==> config.mk <==
export PLATFORM = sky130hd
export DESIGN_NAME = counter_updown_mod
export DESIGN_NICKNAME = d
export VERILOG_FILES = /design/src/rtl/counter_updown_mod.sv
export SDC_FILE = /design/constraint.sdc
export NUM_CORES = 1
export LEC_CHECK = 0
export CAP_MARGIN = 20
export CORE_UTILIZATION = 55
export DETAILED_ROUTE_END_ITERATION = 8
export DONT_BUFFER_PORTS = 1
export PLACE_DENSITY = 0.79
export SLEW_MARGIN = 5
export SYNTH_ARGS = -nofsm -noshare
export SYNTH_HDL_FRONTEND = slang
export SYNTH_SLANG_ARGS = --single-unit
==> constraint.sdc <==
create_clock -name clk -period 2.17 [get_ports clk]
set_clock_uncertainty 0.1 [all_clocks]
set_input_delay 0.217 -clock clk [delete_from_list [all_inputs] [get_ports clk]]
set_output_delay 0.217 -clock clk [all_outputs]
set_load 0.01 [all_outputs]
==> src/rtl/counter_updown_mod.sv <==
// Modulo up/down counter with load, wrap/saturate mode, terminal count and cascade carry.
// Optional prescaler (step once per PRE enabled cycles) is compiled in with `CNT_PRESCALE_EN.
module counter_updown_mod #(
  parameter int dw      = 8,
  parameter int MODULUS = 60,
  parameter int RST_VAL = 0,
  parameter int PRE     = 4
) (
  input  logic          clk,
  input  logic          reset,
  input  logic          ena,
  input  logic          up,
  input  logic          sat,
  input  logic          load,
  input  logic [dw-1:0] load_val,
  output logic [dw-1:0] result,
  output logic          tc,
  output logic          carry
);

  localparam logic [dw-1:0] max_val = dw'(MODULUS - 1);
  localparam logic [dw-1:0] rst_val = dw'(RST_VAL);
  localparam logic [dw-1:0] one_val = dw'(1);

  logic [dw-1:0] result_q, result_d;
  logic          carry_q, carry_d;
  logic          step;

`ifdef CNT_PRESCALE_EN
  localparam int            pw      = (PRE > 2) ? $clog2(PRE) : 1;
  localparam logic [pw-1:0] pre_max = pw'(PRE - 1);
  localparam logic [pw-1:0] pre_one = pw'(1);

  logic [pw-1:0] pre_cnt_q, pre_cnt_d;

  // Load discards any partially elapsed interval; reset does so in the flop below.
  always_comb begin
    pre_cnt_d = pre_cnt_q;
    step      = 1'b0;
    if (load) begin
      pre_cnt_d = '0;
    end else if (ena) begin
      if (pre_cnt_q == pre_max) begin
        pre_cnt_d = '0;
        step      = 1'b1;
      end else begin
        pre_cnt_d = pre_cnt_q + pre_one;
      end
    end
  end

  always_ff @(posedge clk) begin
    if (reset) pre_cnt_q <= '0;
    else       pre_cnt_q <= pre_cnt_d;
  end
`else
  assign step = ena;
`endif

  // Bounds are compared before stepping so the count never overflows dw bits.
  always_comb begin
    result_d = result_q;
    carry_d  = 1'b0;
    if (load) begin
      result_d = (load_val > max_val) ? max_val : load_val;
    end else if (step) begin
      if (up) begin
        if (result_q != max_val) begin
          result_d = result_q + one_val;
        end else if (!sat) begin
          result_d = '0;
          carry_d  = 1'b1;
        end
      end else begin
        if (result_q != '0) begin
          result_d = result_q - one_val;
        end else if (!sat) begin
          result_d = max_val;
          carry_d  = 1'b1;
        end
      end
    end
  end

  always_ff @(posedge clk) begin
    if (reset) begin
      result_q <= rst_val;
      carry_q  <= 1'b0;
    end else begin
      result_q <= result_d;
      carry_q  <= carry_d;
    end
  end

  assign result = result_q;
  assign carry  = carry_q;
  assign tc     = up ? (result_q == max_val) : (result_q == '0);

endmodule

==> impl_results.md, run 1 <==
- Avg Inst Size Synth: 8.121 um^2
- Worst min path class: input port to flip-flop
- DRT iter0 DRCs: just under 60
- Remaining Overflow, GRT: 0
- Max Cap Viol: 0
- Max stage delay cell, worst path: or4b_4
- Worst R2R Setup Slack: 0.1 ns
- Final instance area: 994.7 um^2
- Maximum vdd ir drop: between 0.3 and 0.4 mV
- Internal Power: ~0.35 mW
- Yosys reg bits: 9
- Antenna viol nets, final: 0
- Critical path class: flip-flop to flip-flop
- Core Area: between 1500 and 2000 um^2
- Prevailing post-synth register cell: dfxtp_1
- Synth Warn #: 0
- Clock power share: 25.0%
- CTS buffer count: 3
- Clock Latency Late Sink: 0.26 ns
- Clock Sinks: 9
- Fmax: about 0.48 GHz
- DP Area: about 950 um^2
- Final worst-path cycle share: 95.43%
- Inserted Diodes: 0
- Sw frac: a little over a third
- Minimum clock period: just over 2 ns
- Vias in the first global route: about 940
- Post-synth EDFFs: 0
- Max_slew headroom: 68.55%
- Die Width: ~42 um
- Status: finished clean
- Power Dens Cells: 550.3 nW/um^2
- Initial Utilization: 59.30%
- DRC: 0
- Final #Nets: around 140
- Ports: 24
- WP buf/inv: 0
- CP cell instances: ha_1, or4b_4, o211a_1, o31a_1, nand4_1, o211ai_1
- Sequential share of power: between 30% and 40%
- Worst setup SP type: flip-flop
- DP HPWL: between 1500 and 2000 um
- Final Hold Viols: 0
- Combinational share of power: 37.3%
- Vias/cell: approximately 7.6
- Cell Area, Synth: between 800 and 900 um^2
- Routed wire per std cell: slightly below 20 um
- Root Driver: clkbuf_4
- Static leakage: approximately 0.4 nW
- Drt pass-1 iters: 4
- Port bufs: 0
- Pins Over Slew Limit: 0
- Most common cell after layout, fill and taps aside: buf_4
- Share of layout cells above drive strength 1: 26.27%
- Share of flip-flops with an asynchronous set or reset: 0%
- Setup crit end kind: flip-flop
- Initial antenna violation count: 0
- Crit path max-delay family: compound AO/OA/AOI/OAI gates
- Sequential fraction of the synthesis area: 20.17%
- RSZ-0062 raised after global routing: false
- Die footprint: between 1500 and 2000 um^2
- CP Max Fanout: 7
- Vias: roughly 1,000
- Mapped Cells: between 100 and 150
- Post-Route WL: 2601 um
- Syn-to-layout area delta: 11.34%
- H-Tree Level Count: 1
- Max Buffers Root-to-Sink: 2
- Pin count of the biggest net entering global routing: 18
- First-pass GRT wire length: around 4300 um
- Row count: 14
- Die height: 42.30 um
- Setup TNS: 0 ns
- Postcts setup bufs: 0
- Post-synth cell types: between 50 and 60
- CP required: about 2.2 ns
- GRT Util Overall: a little under a third
- Worst hold slack: about 0.032 ns
- Setup violations, final: 0
- Setup ws final: around 0.099 ns
- Worst-margin pin slew: roughly 0.47 ns
- Max incr delay on CP: approximately 0.48 ns
- WP data arrival: approximately 2.1 ns
- CTS tree: built
- Most frequent cells in the layout: buf_4 (9), nor2_1 (8), a21oi_1 (8), dfxtp_1 (8)
- Switch Pwr: slightly below 0.2 mW
- Synthesized Nets: approximately 130
- Post-place setup slack: slightly above 0.08 ns
- Placer Congestion: between 0.9 and 1
- Reg clk slew, reported paths: 0.07 ns
==> worst register-to-register path, stage by stage, from the launching register on <==
cell	delay (ns)
dfxtp_2	0.42
ha_1	0.21
or4b_4	0.48
o211a_1	0.25
o31a_1	0.30
nand4_1	0.11
o211ai_1	0.09
==> cells in the mapped netlist, types with 2 or more instances <==
library cell / instances / area, um^2
o21ai_0: 4 / 20.02
and3_2: 2 / 15.01
dfxtp_1: 9 / 180.2
o21a_1: 2 / 15.01
nor2_1: 8 / 30.03
o211a_1: 2 / 20.02
buf_2: 3 / 15.01
a21oi_1: 8 / 40.04
nand3_1: 4 / 20.02
o211ai_1: 2 / 15.01
or2_2: 2 / 12.51
mux2i_1: 2 / 20.02
nand2_1: 4 / 15.01
clkbuf_1: 2 / 7.510
a31oi_1: 3 / 18.77
nand4_1: 4 / 25.02
a211oi_1: 3 / 22.52
and3_1: 3 / 18.77
inv_1: 3 / 11.26
a31o_2: 2 / 17.52
o31a_1: 2 / 17.52
ha_1: 2 / 25.02
==> power groups by stage <==
stage / combinational (mW) / sequential [mW] / clock [mW]
2_1_floorplan: 0.147 / 0.203 / 0
3_3_place_gp: 0.189 / 0.207 / 0
3_5_place_dp: 0.192 / 0.208 / 0
4_1_cts: 0.197 / 0.204 / 0.137
5_1_grt: 0.220 / 0.207 / 0.144
6_report: 0.204 / 0.206 / 0.137
==> metrics by stage <==
stage	power [mW]	util [%]	instances
5_1_grt	0.5717	66.03	134
2_1_floorplan	0.3492	-	110
4_1_cts	0.5380	65.95	134
3_3_place_gp	0.3956	63.12	129
3_5_place_dp	0.4000	63.12	129
6_report	0.5474	66.03	134
==> cell families (layout without fill, tap and decap cells) <==
| kind of cell | count (synthesis) | after routing | share of synthesized area (%) |
|---|---|---|---|
| and+or+nand+nor | 42 | 42 | 29.41 |
| muxes | 3 | 3 | 4.762 |
| adders and majority gates | 2 | 2 | 2.801 |
| DFF | 9 | 9 | 20.17 |
| AOI/OAI and AO/OA | 44 | 44 | 37.26 |
| xor gates and xnor gates | 1 | 1 | 0.9806 |
| buffers and inverters | 9 | 17 | 4.622 |
==> layout make-up <==
type / count / area, um^2
Tap cell: 16 / 20.02
Fill cell: 131 / 511.7
Clock buffer: 4 / 26.28
Timing Repair Buffer: 10 / 77.57
Multi-Input combinational cell: 92 / 678.2
Sequential cell: 9 / 181.4
Inverter: 3 / 11.26
==> worst paths after layout <==
path | startpoint | endpoint | cells past startpoint
max reg2reg | result[1] | result[2] | 6
max | result[1] | result[2] | 6
min | ena | carry | 1
min reg2reg | result[0] | result[0] | 2
==> repair_timing <==
action,4_1_cts,5_1_grt
resized for setup,1,1
endpoints found under the setup margin,1,5
hold buffers,1,0
hold endpoints to repair,4,0
gates cloned,0,0
==> layer usage <==
layer / GRT usage, % / up-vias / wire, um
met5: 0 / - / 0
li1: - / 453 / -
met2: 46.77 / 91 / 1178
met3: 6.897 / 14 / 320
met4: 19.38 / 0 / 109
met1: 41.51 / 460 / 993
==> sequential cells by signal, summed over array words and instances (netlist names) <==
register and flops:
carry 1, result 8
Power figures use the tool's default switching activity.
==> inputs of run 2 (changes only) <==
--- a/config.mk
+++ b/config.mk
@@ -5,11 +5,12 @@
 export SDC_FILE = /design/constraint.sdc
 export NUM_CORES = 1
 export LEC_CHECK = 0
+export ABC_AREA = 1
+export BUFFER_PORTS_ARGS = -buffer_cell sky130_fd_sc_hd__buf_4
 export CAP_MARGIN = 20
-export CORE_UTILIZATION = 55
+export CORE_UTILIZATION = 52
 export DETAILED_ROUTE_END_ITERATION = 8
-export DONT_BUFFER_PORTS = 1
-export PLACE_DENSITY = 0.79
+export PLACE_DENSITY = 0.88
 export SLEW_MARGIN = 5
 export SYNTH_ARGS = -nofsm -noshare
 export SYNTH_HDL_FRONTEND = slang
==> impl_results.md, run 2 <==
- DRC: 0
- Synth area leaders: dfxtp_1 (20%), nand2_1 (18%), nor2_1 (9.8%)
- Switch Pwr: roughly 0.21 mW
- Top-area cell type share of the netlist area: 19.62%
- Count leader, synth: nand2_1
- Max Cap Viol: 0
- Most common cell after layout, fill and taps aside: nand2_1
- Share of layout cells above drive strength 1: between 20% and 30%
- Final Hold Viols: 0
- GRT Util Overall: between 20% and 30%
- Final worst-path cycle share: roughly 90%
- Pwr Total: ~0.55 mW
- Setup TNS: 0 ns
- Die Width: 44.03 um
- Initial Utilization: 58.25%
- Root Driver: clkbuf_4
- Port bufs: 23
- Internal Power: approximately 0.34 mW
- Most frequent cells in the layout: nand2_1 (43), nor2_1 (24), buf_4 (23)
- CTS resizes: 0
- Drt pass-1 iters: 4
- Clock power share: 23.2%
- CP required: about 1.9 ns
- Pins Over Slew Limit: 0
- Synth Warn #: 0
- First-pass GRT wire length: about 3800 um
- CTS buffer count: 3
- Critical path class: flip-flop to output port
- Die height: 44.03 um
- RSZ-0062 raised after global routing: false
- Clock Latency Late Sink: 0.26 ns
- Mapped Cells: 153
- Power Dens Cells: between 400 and 500 nW/um^2
- Vias in the first global route: between 900 and 1,000
- Combinational share of power: between 30% and 40%
- Worst setup SP type: flip-flop
- Vias/cell: 5.466
- Post-synth cell types: 25
- Post-synth top area cell: dfxtp_1
- Static leakage: slightly below 0.6 nW
- Max FFs per register: 8
- Reg clk slew, reported paths: 0.06 ns
- Placer Congestion: slightly below 1
- Worst min path class: input port to flip-flop
- Status: finished clean
- H-Tree Level Count: 1
- Remaining Overflow, GRT: 0
- Yosys reg bits: 9
- Worst-margin pin slew: approximately 0.40 ns
- Syn-to-layout area delta: 21.25%
- Share of flip-flops with an asynchronous set or reset: 0%
- Routed wire per std cell: 12.07 um
- Max Buffers Root-to-Sink: 2
- Post-Route Utilization: a little over two thirds
- Clock Sinks: 9
- Cts hold-fix bufs: 0
- Cell Area, Synth: 918.4 um^2
- Sw frac: approximately 38%
- CTS tree: built
- Row count: 14
- CP Max Fanout: 6
- Synthesized Nets: ~170
- DRT iter0 DRCs: 28
- Maximum vdd ir drop: around 0.35 mV
- Avg Inst Size Synth: between 6 and 7 um^2
- Pin count of the biggest net entering global routing: 11
- Inserted Diodes: 0
- List of most frequent post-synthesis cells: nand2_1 (43), nor2_1 (24), inv_1 (17)
- Core Area: 1577 um^2
- Setup violations, final: 0
- Post-Route WL: ~2300 um
- Vias: 1,055
- Antenna viol nets, final: 0
- Initial antenna violation count: 0
- Setup crit end kind: output port
- Sequential share of power: 37.7%
- Sequential fraction of the synthesis area: 19.62%
- Post-synth EDFFs: 0
- Final #Nets: 194
- WP data arrival: 1.64 ns
- Die footprint: between 1500 and 2000 um^2
- DP HPWL: between 1500 and 2000 um
- Postcts setup bufs: 0
- Fmax: around 0.5 GHz
- Ports: 24
- Max_slew headroom: ~74%
- Prevailing post-synth register cell: dfxtp_1
- Minimum clock period: around 2.0 ns
[run 2: changes by cell type after synthesis, moves of 3 or more]
cell,previous run,this run
nand2_1,4,43
nor2_1,8,24
inv_1,3,17
nand3_1,4,14
nor2_4,0,5
xor2_1,0,4
a211oi_1,3,0
a31oi_1,3,0
and3_1,3,0
[run 2: critical path, stage by stage (launching register included)]
cell and delay, ns:
dfxtp_1 0.43, inv_1 0.12, ha_1 0.26, nand2_2 0.12
nor2_4 0.06, nor2_2 0.18, nor2_4 0.07, buf_4 0.14
[run 2: kinds of logic (layout without fill, tap and decap cells)]
| logic type | after synthesis | count (layout) | synth area share, % |
|---|---|---|---|
| AO/OA/AOI/OAI | 16 | 16 | 9.264 |
| XOR/XNOR | 4 | 4 | 3.814 |
| adder cells (fa/ha/maj) | 2 | 2 | 2.724 |
| buffers and inverters | 22 | 46 | 10.35 |
| flip-flops | 9 | 9 | 19.62 |
| AND/OR/NAND/NOR | 100 | 100 | 54.22 |
[run 2: final cells by class]
type / count / area [um^2]
inverters: 19 / 71.32
flip-flops and latches: 9 / 180.2
clock buffers: 4 / 26.28
repair buffers: 23 / 172.7
fillers: 143 / 462.9
multi-input cells: 122 / 643.1
well taps: 16 / 20.02
[run 2: worst paths after layout]
kind | start | to | slack [ns] | depth (start not counted)
worst max-delay path | result[0] | tc | 0.21 | 7
worst min-delay path | sat | carry | 0.06 | 2
worst max register to register | result[0] | result[0] | 0.39 | 8
worst min register to register | result[1] | result[1] | 0.44 | 2
[run 2: power by group through the flow]
| stage | Combinational, mW | Sequential, mW | Clock [mW] |
|---|---|---|---|
| 2_1_floorplan | 0.150 | 0.202 | 0 |
| 3_3_place_gp | 0.208 | 0.208 | 0 |
| 3_5_place_dp | 0.212 | 0.209 | 0 |
| 6_report | 0.214 | 0.206 | 0.127 |
| 4_1_cts | 0.213 | 0.205 | 0.127 |
| 5_1_grt | 0.237 | 0.208 | 0.136 |
[run 2: stage by stage]
stage | setup slack, ns | hold slack, ns | cells | cell area, um^2
2_1_floorplan | 0.5209 | 0.1861 | 153 | 918.4
3_3_place_gp | 0.5037 | 0.3213 | 189 | 1087
3_5_place_dp | 0.4194 | 0.3264 | 189 | 1087
4_1_cts | 0.2209 | 0.05640 | 193 | 1114
5_1_grt | 0.1379 | 0.06316 | 193 | 1114
6_report | 0.2148 | 0.05660 | 193 | 1114
[run 2: per-layer routing]
metal	vias up	global-route usage [%]	part of all wire, %
met5	-	0	0
met4	0	7.879	1.1
met3	6	1.633	3.8
met2	42	44.71	50
met1	470	33.67	45
li1	537	-	-
==> inputs of run 3 (changes only) <==
--- a/config.mk
+++ b/config.mk
@@ -9,6 +9,7 @@
 export BUFFER_PORTS_ARGS = -buffer_cell sky130_fd_sc_hd__buf_4
 export CAP_MARGIN = 20
 export CORE_UTILIZATION = 52
+export CTS_BUF_LIST = sky130_fd_sc_hd__clkbuf_4 sky130_fd_sc_hd__clkbuf_8 sky130_fd_sc_hd__clkbuf_16
 export DETAILED_ROUTE_END_ITERATION = 8
 export PLACE_DENSITY = 0.88
 export SLEW_MARGIN = 5
==> impl_results.md, run 3 (synthesized netlist as in run 2, its figures left out) <==
- Status: finished clean
- Most frequent cells in the layout: nand2_1 (43), nor2_1 (24), buf_4 (23)
- Max FFs per register: 8
- Static leakage: 0.5819 nW
- CTS buffer count: 3
- Cts hold-fix bufs: 0
- Power Dens Cells: roughly 500 nW/um^2
- Die Width: about 44 um
- Postcts setup bufs: 0
- Root Driver: clkbuf_4
- WP data arrival: 1.63 ns
- Most common cell after layout, fill and taps aside: nand2_1
- Worst-margin pin slew: just over 0.4 ns
- Fmax: about 0.51 GHz
- Vias: 1,035
- Placer Congestion: roughly 0.97
- Setup TNS: 0 ns
- CP required: 1.85 ns
- Maximum vdd ir drop: roughly 0.35 mV
- Setup crit end kind: output port
- Reg clk slew, reported paths: approximately 0.060 ns
- Max Buffers Root-to-Sink: 2
- Remaining Overflow, GRT: 0
- Reg2Reg Launch Point: result[0]
- Vias in the first global route: a little over 900
- Clock Latency Late Sink: 0.26 ns
- Pin count of the biggest net entering global routing: 11
- Setup ws final: approximately 0.22 ns
- DRT iter0 DRCs: 34
- Final worst-path cycle share: roughly 90%
- Max incr delay on CP: about 0.42 ns
- Final Hold Viols: 0
- Die height: 44.03 um
- Die footprint: around 1900 um^2
- Clock Sinks: 9
- Minimum clock period: 1.952 ns
- Post-placement cell count: about 190
- Ports: 24
- Initial Utilization: about three fifths
- Post-place setup slack: approximately 0.42 ns
- Initial antenna violation count: 0
- Max stage delay cell, worst path: dfxtp_1
- Worst R2R Setup Slack: around 0.4 ns
- Worst min path class: input port to flip-flop
- Finished Layout Cells: roughly 190
- First-pass GRT wire length: 3753 um
- DP HPWL: between 1500 and 2000 um
- Setup violations, final: 0
- Core Area: 1577 um^2
- Port bufs: 23
- Max Cap Viol: 0
- Routed wire per std cell: approximately 12 um
- CTS resizes: 0
- Drt pass-1 iters: 4
- RSZ-0062 raised after global routing: false
- CP Max Fanout: 6
- Crit Reg-Reg Endpoint: result[0]
- Row count: 14
- Critical path class: flip-flop to output port
- Post-Route Utilization: 70.87%
- CP cell instances: inv_1, ha_1, nand2_2, nor2_4, nor2_2, nor2_4, buf_4
- Antenna viol nets, final: 0
- Share of layout cells above drive strength 1: 23.16%
- Worst setup SP type: flip-flop
- Max_slew headroom: between 70 and 80%
- CTS tree: built
- Hold path start: sat
- Vias/cell: approximately 5.4
- Worst Hold End: carry
- R2R depth: 8
- GRT Util Overall: ~25%
- Syn-to-layout area delta: 21.66%
- Final #Nets: slightly below 200
- Post-Route WL: roughly 2300 um
- DRC: 0
- Inserted Diodes: 0
- Pins Over Slew Limit: 0
- H-Tree Level Count: 1
- Cells on Worst Hold Path: 2
- Crit path top cell by count: nor2_4
run 3: cell counts in the layout (fill, tap and decap cells not counted):
Identical to the previous run, type by type.
run 3: area by class of cell:
cell class                      count  area [um^2]
Sequential cell                     9        180.2
Inverter                           19        71.32
Clock buffer                        4        30.03
Timing Repair Buffer               23        172.7
Fill cell                         142        459.2
Tap cell                           16        20.02
Multi-Input combinational cell    122        643.1
run 3: worst max path at each step:
stage | from | to | slack, ns | depth (start not counted)
finish | result[0] | tc | 0.22 | 7
CTS | result[0] | tc | 0.22 | 7
detailed placement | result[0] | result[0] | 0.42 | 9
global placement | result[0] | result[0] | 0.50 | 8
floorplan | result[0] | result[6] | 0.52 | 10
global route | result[0] | tc | 0.14 | 7
run 3: worst max-delay path: cells and delay by family, from the launching register on:
kind	cells	cell delay (ns)
adder cells (fa/ha/maj)	1	0.26
buffers and inverters	2	0.26
flip-flops	1	0.42
AND/OR/NAND/NOR	4	0.43
run 3: stage by stage:
step | total power, mW | hold WS (ns) | instance area, um^2
detailed placement | 0.4209 | 0.3264 | 1087
global route | 0.5949 | 0.06210 | 1117
finish | 0.5609 | 0.05524 | 1117
CTS | 0.5579 | 0.05665 | 1117
floorplan | 0.3520 | 0.1861 | 918.4
global placement | 0.4155 | 0.3213 | 1087
run 3: layer usage:
metal	global-route usage (%)	part of all wire [%]	vias to the layer above
met5	0	0	-
met4	7.879	1.7	0
met3	1.633	3.4	6
met2	44.12	49	34
met1	33.67	46	458
li1	-	-	537
run 3: power by group:
| group | leakage [nW] | switching [mW] | internal (mW) |
|---|---|---|---|
| Combinational | 0.489 | 0.122 | 0.0919 |
| Sequential | 0.0744 | 0.0279 | 0.178 |
| Clock | 0.0184 | 0.0571 | 0.0833 |
| Total | 0.582 | 0.207 | 0.354 |
